<file path="src/rtl/instr_queue_pkg.sv">
// Shared types for the fetch-to-decode instruction queue.
// if_id_type is the fetch/decode pipeline register payload used across the core.
package instr_queue_pkg;

    localparam int IQ_DEPTH = 8;

    typedef struct packed {
        logic        instr_valid;
        logic        predict;
        logic [31:0] pc;
        logic [31:0] instr;
    } if_id_type;

    typedef if_id_type [1:0] fetch_pair_t;

    // Number of entries carried by a legal slot-valid pattern; 2'b10 carries none.
    function automatic logic [1:0] slot_count(input logic [1:0] v);
        case (v)
            2'b11:   return 2'd2;
            2'b01:   return 2'd1;
            default: return 2'd0;
        endcase
    endfunction

endpackage

</file>
<file path="src/rtl/instr_queue.sv">
// In-order two-wide instruction queue between fetch and the dual decode slots.
// Fetch pushes up to a pair per cycle, decode pops 0/1/2 from the head, flush empties it.
module instr_queue
    import instr_queue_pkg::*;
#(
    parameter int DEPTH = IQ_DEPTH,
    parameter int CNT_W = $clog2(DEPTH) + 1
) (
    input  logic             clk,
    input  logic             reset_n,
    input  logic             flush_i,
    input  logic [1:0]       in_valid_i,
    input  fetch_pair_t      in_instr_i,
    output logic             in_ready_o,
    output logic [1:0]       out_valid_o,
    output fetch_pair_t      out_instr_o,
    input  logic [1:0]       out_accept_i,
    output logic [CNT_W-1:0] count_o
);

    localparam int PTR_W = $clog2(DEPTH);

    if_id_type        mem [DEPTH];
    logic [PTR_W-1:0] rd_ptr;
    logic [PTR_W-1:0] wr_ptr;
    logic [CNT_W-1:0] count;
    logic             push_en;
    logic [1:0]       np;
    logic [1:0]       npop;

    // Ready only looks at the registered count so decode accept never feeds back to fetch.
    assign in_ready_o = (count <= CNT_W'(DEPTH - 2));
    assign count_o    = count;
    assign push_en    = in_ready_o && !flush_i;
    assign np         = push_en ? slot_count(in_valid_i) : 2'd0;

    always_comb begin
        out_valid_o[0] = (count >= CNT_W'(1)) && !flush_i;
        out_valid_o[1] = (count >= CNT_W'(2)) && !flush_i;
        out_instr_o    = '0;
        for (int unsigned k = 0; k < 2; k++) begin
            if (out_valid_o[k]) begin
                out_instr_o[k]             = mem[rd_ptr + PTR_W'(k)];
                out_instr_o[k].instr_valid = 1'b1;
            end
        end
    end

    // Slot 1 is only consumed together with slot 0; a lone slot-1 accept pops nothing.
    assign npop = {1'b0, out_accept_i[0] & out_valid_o[0]}
                + {1'b0, out_accept_i[0] & out_accept_i[1] & out_valid_o[1]};

    always_ff @(posedge clk or negedge reset_n) begin
        if (!reset_n) begin
            rd_ptr <= '0;
            wr_ptr <= '0;
            count  <= '0;
        end else if (flush_i) begin
            rd_ptr <= '0;
            wr_ptr <= '0;
            count  <= '0;
        end else begin
            rd_ptr <= rd_ptr + PTR_W'(npop);
            wr_ptr <= wr_ptr + PTR_W'(np);
            count  <= count + CNT_W'(np) - CNT_W'(npop);
        end
    end

    always_ff @(posedge clk) begin
        if (push_en && in_valid_i[0]) begin
            mem[wr_ptr] <= in_instr_i[0];
        end
        if (push_en && (in_valid_i == 2'b11)) begin
            mem[wr_ptr + PTR_W'(1)] <= in_instr_i[1];
        end
    end

    a_in_valid_legal : assert property (@(posedge clk) disable iff (!reset_n)
        in_valid_i != 2'b10)
        else $warning("instr_queue: illegal in_valid_i encoding 2'b10 dropped");

    a_accept_legal : assert property (@(posedge clk) disable iff (!reset_n)
        out_accept_i != 2'b10)
        else $warning("instr_queue: illegal out_accept_i encoding 2'b10 ignored");

    a_count_bound : assert property (@(posedge clk) disable iff (!reset_n)
        count <= CNT_W'(DEPTH))
        else $error("instr_queue: occupancy exceeded DEPTH");

endmodule

</file>
<file path="config.mk">
export PLATFORM = sky130hd
export DESIGN_NAME = instr_queue
export DESIGN_NICKNAME = d
export VERILOG_FILES = /design/src/rtl/instr_queue_pkg.sv /design/src/rtl/instr_queue.sv
export SDC_FILE = /design/constraint.sdc
export NUM_CORES = 1
export LEC_CHECK = 0
export CAP_MARGIN = 15
export CORE_AREA = 2 2 225 227
export CTS_CLUSTER_SIZE = 10
export DETAILED_ROUTE_END_ITERATION = 8
export DIE_AREA = 0 0 227 229
export GPL_TIMING_DRIVEN = 0
export PLACE_DENSITY_LB_ADDON = 0.3
export SYNTH_ARGS = -nofsm -noshare
export SYNTH_HDL_FRONTEND = slang
export SYNTH_SLANG_ARGS = --single-unit
</file>
<file path="constraint.sdc">
create_clock -name clk -period 12.3 [get_ports clk]
set_clock_uncertainty 0.05 [all_clocks]
set_input_delay 1.23 -clock clk [delete_from_list [all_inputs] [get_ports clk]]
set_output_delay 1.23 -clock clk [all_outputs]
set_load 0.005 [all_outputs]
</file>
Yosys cells after proc, flatten, opt, wreduce, memory -nomap -nowiden
Memories as Yosys holds them, arrays and structs flattened.
Index checks and enable logic that the tools add are counted.
W data, S select, Z words.
{"block": "word_totals", "regBits": 10, "mem_bits_rw": 528, "output_inout_bits": 139, "elab_cells": 36, "mem_count": 1}
{"memory": "mem", "words": 8, "word_bits": 66, "rd": 2, "rd_clocked_by_memory_dff": 0, "write_ports": 2, "line_no": "instr_queue.sv:23", "text": "if_id_type mem [DEPTH];"}
{"block": "classes", "add_sub_neg": 7, "n_lt_le_gt_ge": 3, "n_eq_ne": 2, "n_mux": 11, "bitwise": 3, "reduce_logical": 6}
{"op": "$mux W66", "n": 2}
{"op": "$add A3 B1 Y3 const B", "n": 2}
{"op": "$add A3 B2 Y3", "n": 2}
{"op": "$mux W3", "n": 2}
{"op": "$logic_and A1 B1 Y1", "n": 5}
{"op": "$add A4 B2 Y4", "n": 1}
{"op": "$ge A4 B1 Y1 const B", "n": 1}
{"op": "$ge A4 B2 Y1 const B", "n": 1}
{"op": "$le A4 B3 Y1 const B", "n": 1}
{"op": "$mux W1", "n": 4}
{"op": "$mux W4", "n": 1}
{"op": "$pmux W2 S2", "n": 1}
{"op": "$sub A4 B2 Y4", "n": 1}
{"op": "$and A1 B1 Y1", "n": 3}
{"op": "$add A1 B1 Y2", "n": 1}
{"op": "$eq A2 B1 Y1 const B", "n": 1}
{"op": "$eq A2 B2 Y1 const B", "n": 1}
{"op": "$mux W2", "n": 1}
{"op": "$logic_not A1 Y1", "n": 1}

Depth between registers and ports, before layout
Gate-level depths: netlist of the first run.
{"block": "logic_depth", "word_depth": 6, "ltp_mapped": 16, "depth_no_buf": 15}

Worst setup path after synthesis of the first run
No wires, ideal clock.
{"block": "synth_path", "kind": "input to register", "from": "in in_valid_i[1]", "to": "mem mem[0][0] in the netlist's numbering, enable pin", "arrival_ns": 6.738, "slack_ns": 4.928, "path_stages": 5, "path_cell_list": "clkbuf_1 -> nand2_1 -> o32ai_1 -> nor2_1 -> a211oi_1"}
{"item": "start: declaration", "line_no": "instr_queue.sv:12", "text": "input logic [1:0] in_valid_i,"}
{"item": "end: declaration", "line_no": "instr_queue.sv:23"}

==> flow_summary_export.csv, run 1 <==
group,metric,value,unit
outcome,outcome,"finished clean",
global_routing,grt_pass1_vias,25400,
setup_path,critical_path_arrival,4630,ps
detailed_routing,drt_wl_total,104,mm
pwr,internal_power,3640,uW
global_routing,grt_overflow,0,
logic_synthesis,synth.avg_cell_area,12.2,sq um
clocking,tritoncts,"yes",
clocking,cts_max_path_buffers,3,
global_routing,grt_max_degree,26,
logic_synthesis,synth.top_cell.area_share,50.6,%
setup_path,crit_required,11020,ps
logic_synthesis,synth_commonest_cells,"nand2_1, edfxtp_1, mux2_2",
pwr,p_seq_share,40.2,%
detailed_routing,firstDrtPassIters,6,
final_layout,area_delta_synth_final,19.0,%
place,gp_congestion,0.884,
setup_path,crit_chain,"clkdlybuf4s50_1 -> or4b_1 -> clkbuf_1 -> clkbuf_1 -> a21oi_1 -> or4_1 -> clkdlybuf4s50_1",
logic_synthesis,postSynth.asyncResetShare,1.89,%
pwr,leakagePower,0.0129,uW
pwr,comb_power_share,30.1,%
detailed_routing,via_per_inst,6.95,
timing,setup_tns,0,ps
detailed_routing,first_iter_violations,3817,
clocking,cts_root_buf,"clkbuf_16",
final_layout,filler_cell_count,3320,
logic_synthesis,synth_flop_cell,"edfxtp_1",
die,die_area,52000,sq um
setup_path,slowest_stage,"clkbuf_1",
detailed_routing,route.detailed.drc,0,
pwr,clock_power_share,29.7,%
setup_path,reg2reg_depth,11,
timing,max_freq,169,MHz
min_path,min_to,"count_o[0]",
pwr,fin_total_pwr,5210,uW
timing,setup_viol_count_final,0,
setup_path,crit-reg2reg-launch,"count_o[3]",
pwr,pwr_density_cell,142,nW/um^2
detailed_routing,ant_nets,0,
global_routing,grt.total_usage,39.7,%
setup_path,ff2ff_setup_slack,8080,ps
timing,hold_violations,0,
die,rows,82,
setup_path,worst_setup_path_start_kind,"input port",
logic_synthesis,synth_top_area_cell,"edfxtp_1",
place,hpwl,67.7,mm
logic_synthesis,ys_types,39,
die,ios,278,
detailed_routing,wl_per_cell,28.9,microns
clocking,clk_pin_slew_worst_paths,50,ps
place,numPortBuffers,275,
logic_synthesis,synth_area_leaders,"edfxtp_1, mux2_2, mux4_2",
die,start_util,62.1,%
pwr,netSwitchingFraction,30.1,%
global_routing,grt_pass1_wl,151,mm
final_layout,drive_gt1_share,28.9,%
logic_synthesis,ys_seq_elements,530,
logic_synthesis,synth_edf_count,520,
timing,max_slew.worst_pin.slew,1050,ps
timing,slew_headroom,29.6,%
pwr,vdd.ir_drop.worst,0.000109,V
place,place_area,35200,sq um
clocking,cts_resized,0,
logic_synthesis,synth_nets,2688,
die,die_h,229,microns
setup_path,max_stage_delay,750,ps
clocking,numCtsBuffers,59,
min_path,hold_depth,2,
min_path,worst_hold_path_type,"reg -> reg",
logic_synthesis,netlist_area,30900,sq um
setup_path,reg2reg_to,"mem[2][40]",
timing,rsz0062_at_grt,"no",
clocking,clock-sinks,530,
setup_path,path_max_fanout,10,
clocking,cts_max_level,2,
final_layout,stdcell_area,36700,sq um
timing,period_minus_slack,5910,ps
clocking,holdBufCountCts,0,
job,max-cap-violations,0,
logic_synthesis,ys_seq_area_share,51.4,%
setup_path,worst-path-buf-inv,4,
final_layout,nets,3055,
clocking,cts_setup_buffers,0,
timing,final_max_slew_viol_count,0,
die,die_x,227,microns
pwr,power.switching,1570,uW
min_path,min_from,"count_o[0]",
clocking,clock_latency,620,ps
detailed_routing,via_count,25000,
logic_synthesis,syn-instance-count,2534,
setup_path,critPathCaptureType,"output pin",
logic_synthesis,yosys_warnings,0,
setup_path,crit_family,"buffers and inverters",
timing,min_period_over_period,48.1,%
die,core_region_area,49700,sq um
setup_path,path_class,"in -> out",
global_routing,antenna_found_initial,16,
logic_synthesis,yosysMostFrequentCell,"nand2_1",
## tightest hold or removal path, cell delays in order, from the launching register on
cell and delay [ps]:
dfrtp_1 430, ha_1 160, nor2b_1 110
## how the worst max path moves through the flow
stage / start / to / depth (start not counted)
after detailed placement: flush_i / out_instr_o[102] / 7
after global placement: in_valid_i[1] / mem[3][47] / 6
final: flush_i / out_instr_o[110] / 7
after global routing: flush_i / out_instr_o[110] / 7
after CTS: flush_i / out_instr_o[110] / 7
after floorplan: in_valid_i[1] / mem[0][0] / 5
## cell usage in the layout, fill, tap and decap left out, drive strengths merged, types with 2 or more instances in the layout
cell type      netlist  routed
nand2              655     655
mux2               520     520
edfxtp             520     520
a21oi              330     330
clkdlybuf4s50        0     275
clkbuf              99     174
buf                102     133
mux4               130     130
or4                 65      65
nor2                24      24
inv                 13      14
ha                  11      11
dfrtp               10      10
nand3                9       9
nor2b                7       7
diode                0       6
xnor2                5       5
a211oi               4       4
fa                   4       4
nand2b               3       3
nand4b               3       3
and3                 2       2
nand3b               2       2
and2                 2       2
clkinv               0       2
xor2                 2       2
## cell type report
class / count / area (sq um) / area share (%)
sequential: 530 / 15900 / 43.2
multi-input combinational: 1790 / 14200 / 38.5
timing repair buffer: 306 / 3380 / 9.20
clock buffer: 75 / 1540 / 4.18
buffer: 201 / 872 / 2.37
tap: 672 / 841 / 2.29
inverter: 13 / 48.8 / 0.133
clock inverter: 3 / 16.3 / 0.0443
antenna: 6 / 15.0 / 0.0409
## state kept, by name, summed over array words and instances, names as in the netlist
signal,cells
count_o,4
mem,520
rd_ptr,3
wr_ptr,3
## layer usage
layer	wire length [microns]	global-route usage, %
met5	126	0
met4	6440	22.0
met3	14000	10.8
met2	48800	63.1
met1	34600	49.4
## power groups by stage
stage	combinational, uW	clock (uW)	sequential [uW]
after floorplan	724	0	2130
after global placement	1440	0	2150
after detailed placement	1510	0	2130
after CTS	1530	1540	2090
after global routing	1630	1610	2100
final	1570	1550	2100
## stage by stage
step,hold WS (ps),utilization (%),worst slack (ps),std cells
after CTS,696,73.9,6600,3590
after detailed placement,677,70.8,6630,3512
after global placement,636,69.4,-972,3481
final,692,74.0,6390,3596
after global routing,754,73.9,6460,3594
after floorplan,558,-,4930,2534
## cell families (layout without fill, tap and decap cells)
| group | after synthesis | in the layout | synth area share (%) |
|---|---|---|---|
| other | 0 | 6 | 0 |
| xor gates and xnor gates | 7 | 7 | 0.247 |
| buffers and inverters | 214 | 598 | 2.98 |
| muxes | 651 | 651 | 28.5 |
| AOI/OAI and AO/OA | 339 | 339 | 5.58 |
| DFF | 530 | 530 | 51.4 |
| adders and majority gates | 15 | 15 | 0.706 |
| and+or+nand+nor | 778 | 778 | 10.6 |
Power figures use the tool's default switching activity.
==> run 2: changes to the inputs <==
--- a/config.mk
+++ b/config.mk
@@ -6,10 +6,10 @@
 export NUM_CORES = 1
 export LEC_CHECK = 0
 export CAP_MARGIN = 15
-export CORE_AREA = 2 2 225 227
+export CORE_AREA = 2 2 245 247
 export CTS_CLUSTER_SIZE = 10
 export DETAILED_ROUTE_END_ITERATION = 8
-export DIE_AREA = 0 0 227 229
+export DIE_AREA = 0 0 247 249
 export GPL_TIMING_DRIVEN = 0
 export PLACE_DENSITY_LB_ADDON = 0.3
 export SYNTH_ARGS = -nofsm -noshare
==> constraint.sdc (replaced) <==
create_clock -name clk -period 5.1 [get_ports clk]
set_clock_uncertainty 0.05 [all_clocks]
set_input_delay 0.51 -clock clk [delete_from_list [all_inputs] [get_ports clk]]
set_output_delay 0.51 -clock clk [all_outputs]
set_load 0.005 [all_outputs]
==> flow_summary_export.csv, run 2 (synthesis results as in run 1) <==
group,metric,value,unit
setup_path,ff2ff_setup_slack,980,ps
die,core_region_area,58700,sq um
detailed_routing,via_count,24500,
detailed_routing,drt_wl_total,105,mm
detailed_routing,via_per_inst,6.62,
timing,slew_headroom,31.1,%
setup_path,reg2reg_to,"count_o[3]",
timing,final_max_slew_viol_count,0,
pwr,pwr_density_cell,345,nW/um^2
setup_path,worst_setup_path_start_kind,"register",
final_layout,final_common_cell,"nand2_1",
timing,setup_tns,0,ps
place,dpl.cell_count,3616,
final_layout,most-common-layout-cells,"nand2_1, mux2_2, edfxtp_1",
clocking,holdBufCountCts,0,
clocking,cts_max_level,2,
clocking,clock-sinks,530,
detailed_routing,ant_nets,0,
timing,setup_ws,129,ps
die,ios,278,
timing,max_slew.worst_pin.slew,1030,ps
timing,hold_violations,0,
setup_path,crit-reg2reg-launch,"count_o[2]",
die,rows,89,
setup_path,critPathCaptureType,"output pin",
timing,min_period_over_period,97.5,%
pwr,leakagePower,0.0129,uW
final_layout,drive_gt1_share,29.0,%
place,dpl_worst_slack,812,ps
global_routing,grt_max_degree,22,
timing,rsz0062_at_grt,"no",
final_layout,area_delta_synth_final,19.8,%
clocking,cts_root_buf,"clkbuf_16",
clocking,clk_pin_slew_worst_paths,60,ps
final_layout,stdcell_area,37000,sq um
final_layout,nets,3059,
setup_path,path_class,"reg -> out",
job,max-cap-violations,0,
clocking,numCtsBuffers,60,
clocking,cts_setup_buffers,0,
setup_path,crit_required,4540,ps
final_layout,finalCoreUtilization,63.0,%
setup_path,critical_path_arrival,4410,ps
place,gp_congestion,0.885,
clocking,clock_latency,630,ps
place,hpwl,69.1,mm
place,place_area,35300,sq um
global_routing,grt_pass1_wl,154,mm
outcome,outcome,"finished clean",
detailed_routing,route.detailed.drc,0,
detailed_routing,first_iter_violations,3311,
final_layout,largest_reg_flops,520,
die,die_x,247,microns
die,die_area,61500,sq um
global_routing,antenna_found_initial,11,
place,numPortBuffers,275,
final_layout,fin_cells,3708,
timing,setup_viol_count_final,0,
die,start_util,52.6,%
setup_path,worstSetupStartpoint,"rd_ptr[0]",
global_routing,grt_overflow,0,
timing,period_minus_slack,4970,ps
clocking,cts_max_path_buffers,3,
timing,max_freq,201,MHz
die,die_h,249,microns
min_path,worst_hold_path_type,"in -> async",
setup_path,path_max_fanout,10,
pwr,vdd.ir_drop.worst,0.000287,V
detailed_routing,firstDrtPassIters,6,
clocking,tritoncts,"yes",
global_routing,grt_pass1_vias,25000,
final_layout,regMostFlops,"mem",
setup_path,reg2reg_depth,16,
detailed_routing,wl_per_cell,28.4,microns
clocking,cts_resized,0,
setup_path,setup.worst_path.end,"out_instr_o[74]",
global_routing,grt.total_usage,33.7,%
final_layout,filler_cell_count,4468,
==> run 2: cell types whose count changed in the layout (fill, tap and decap cells not counted), moves of 2 or more <==
cell	previous run	this run
buf_16	10	6
buf_8	14	18
clkbuf_1	115	118
buf_12	7	9
clkbuf_16	59	61
==> run 2: worst min-delay path by stage <==
| stage | endpoint | slack [ps] | cells after the start |
|---|---|---|---|
| global route | wr_ptr[1] | 210 | 1 |
| finish | wr_ptr[1] | 180 | 1 |
| detailed placement | rd_ptr[0] | 610 | 2 |
| CTS | count_o[1] | 170 | 1 |
| global placement | rd_ptr[0] | 600 | 2 |
| floorplan | count_o[0] | 160 | 0 |
==> run 2: cell type report <==
class	count	area, sq um	area share (%)
Clock inverter	4	51.3	0.139
Timing Repair Buffer	309	3380	9.14
Sequential cell	530	15900	42.9
Clock buffer	81	1610	4.36
Multi-Input combinational cell	1790	14200	38.3
Antenna cell	7	17.5	0.0474
Buffer	201	872	2.36
Tap cell	773	967	2.62
Inverter	13	48.8	0.132
==> run 2: worst max-delay path, stage by stage, from the launching register on <==
cell	delay, ps
dfrtp_1	410
ha_1	300
xnor2_2	600
clkbuf_1	750
clkbuf_1	700
nand2_1	170
a21oi_1	170
or4_1	160
clkdlybuf4s50_1	530
==> run 2: power breakdown <==
group | internal, uW | leakage, uW | switching, uW
clock network | 2210 | 0.000806 | 1720
registers | 4970 | 0.00484 | 78.2
logic | 1740 | 0.00729 | 2040
==> run 2: per-layer routing <==
layer	global-route usage, %	wire [microns]	up-vias
met5	0	61	-
met4	16.5	5290	8
met3	8.58	13100	399
met2	53.7	49600	1851
met1	42.9	37200	12100
li1	-	-	10200
==> run 2: stage by stage <==
stage / power, uW / hold WS [ps]
floorplan: 6880 / 164
CTS: 12700 / 172
finish: 12800 / 178
global route: 13100 / 211
detailed placement: 8820 / 613
global placement: 8720 / 595
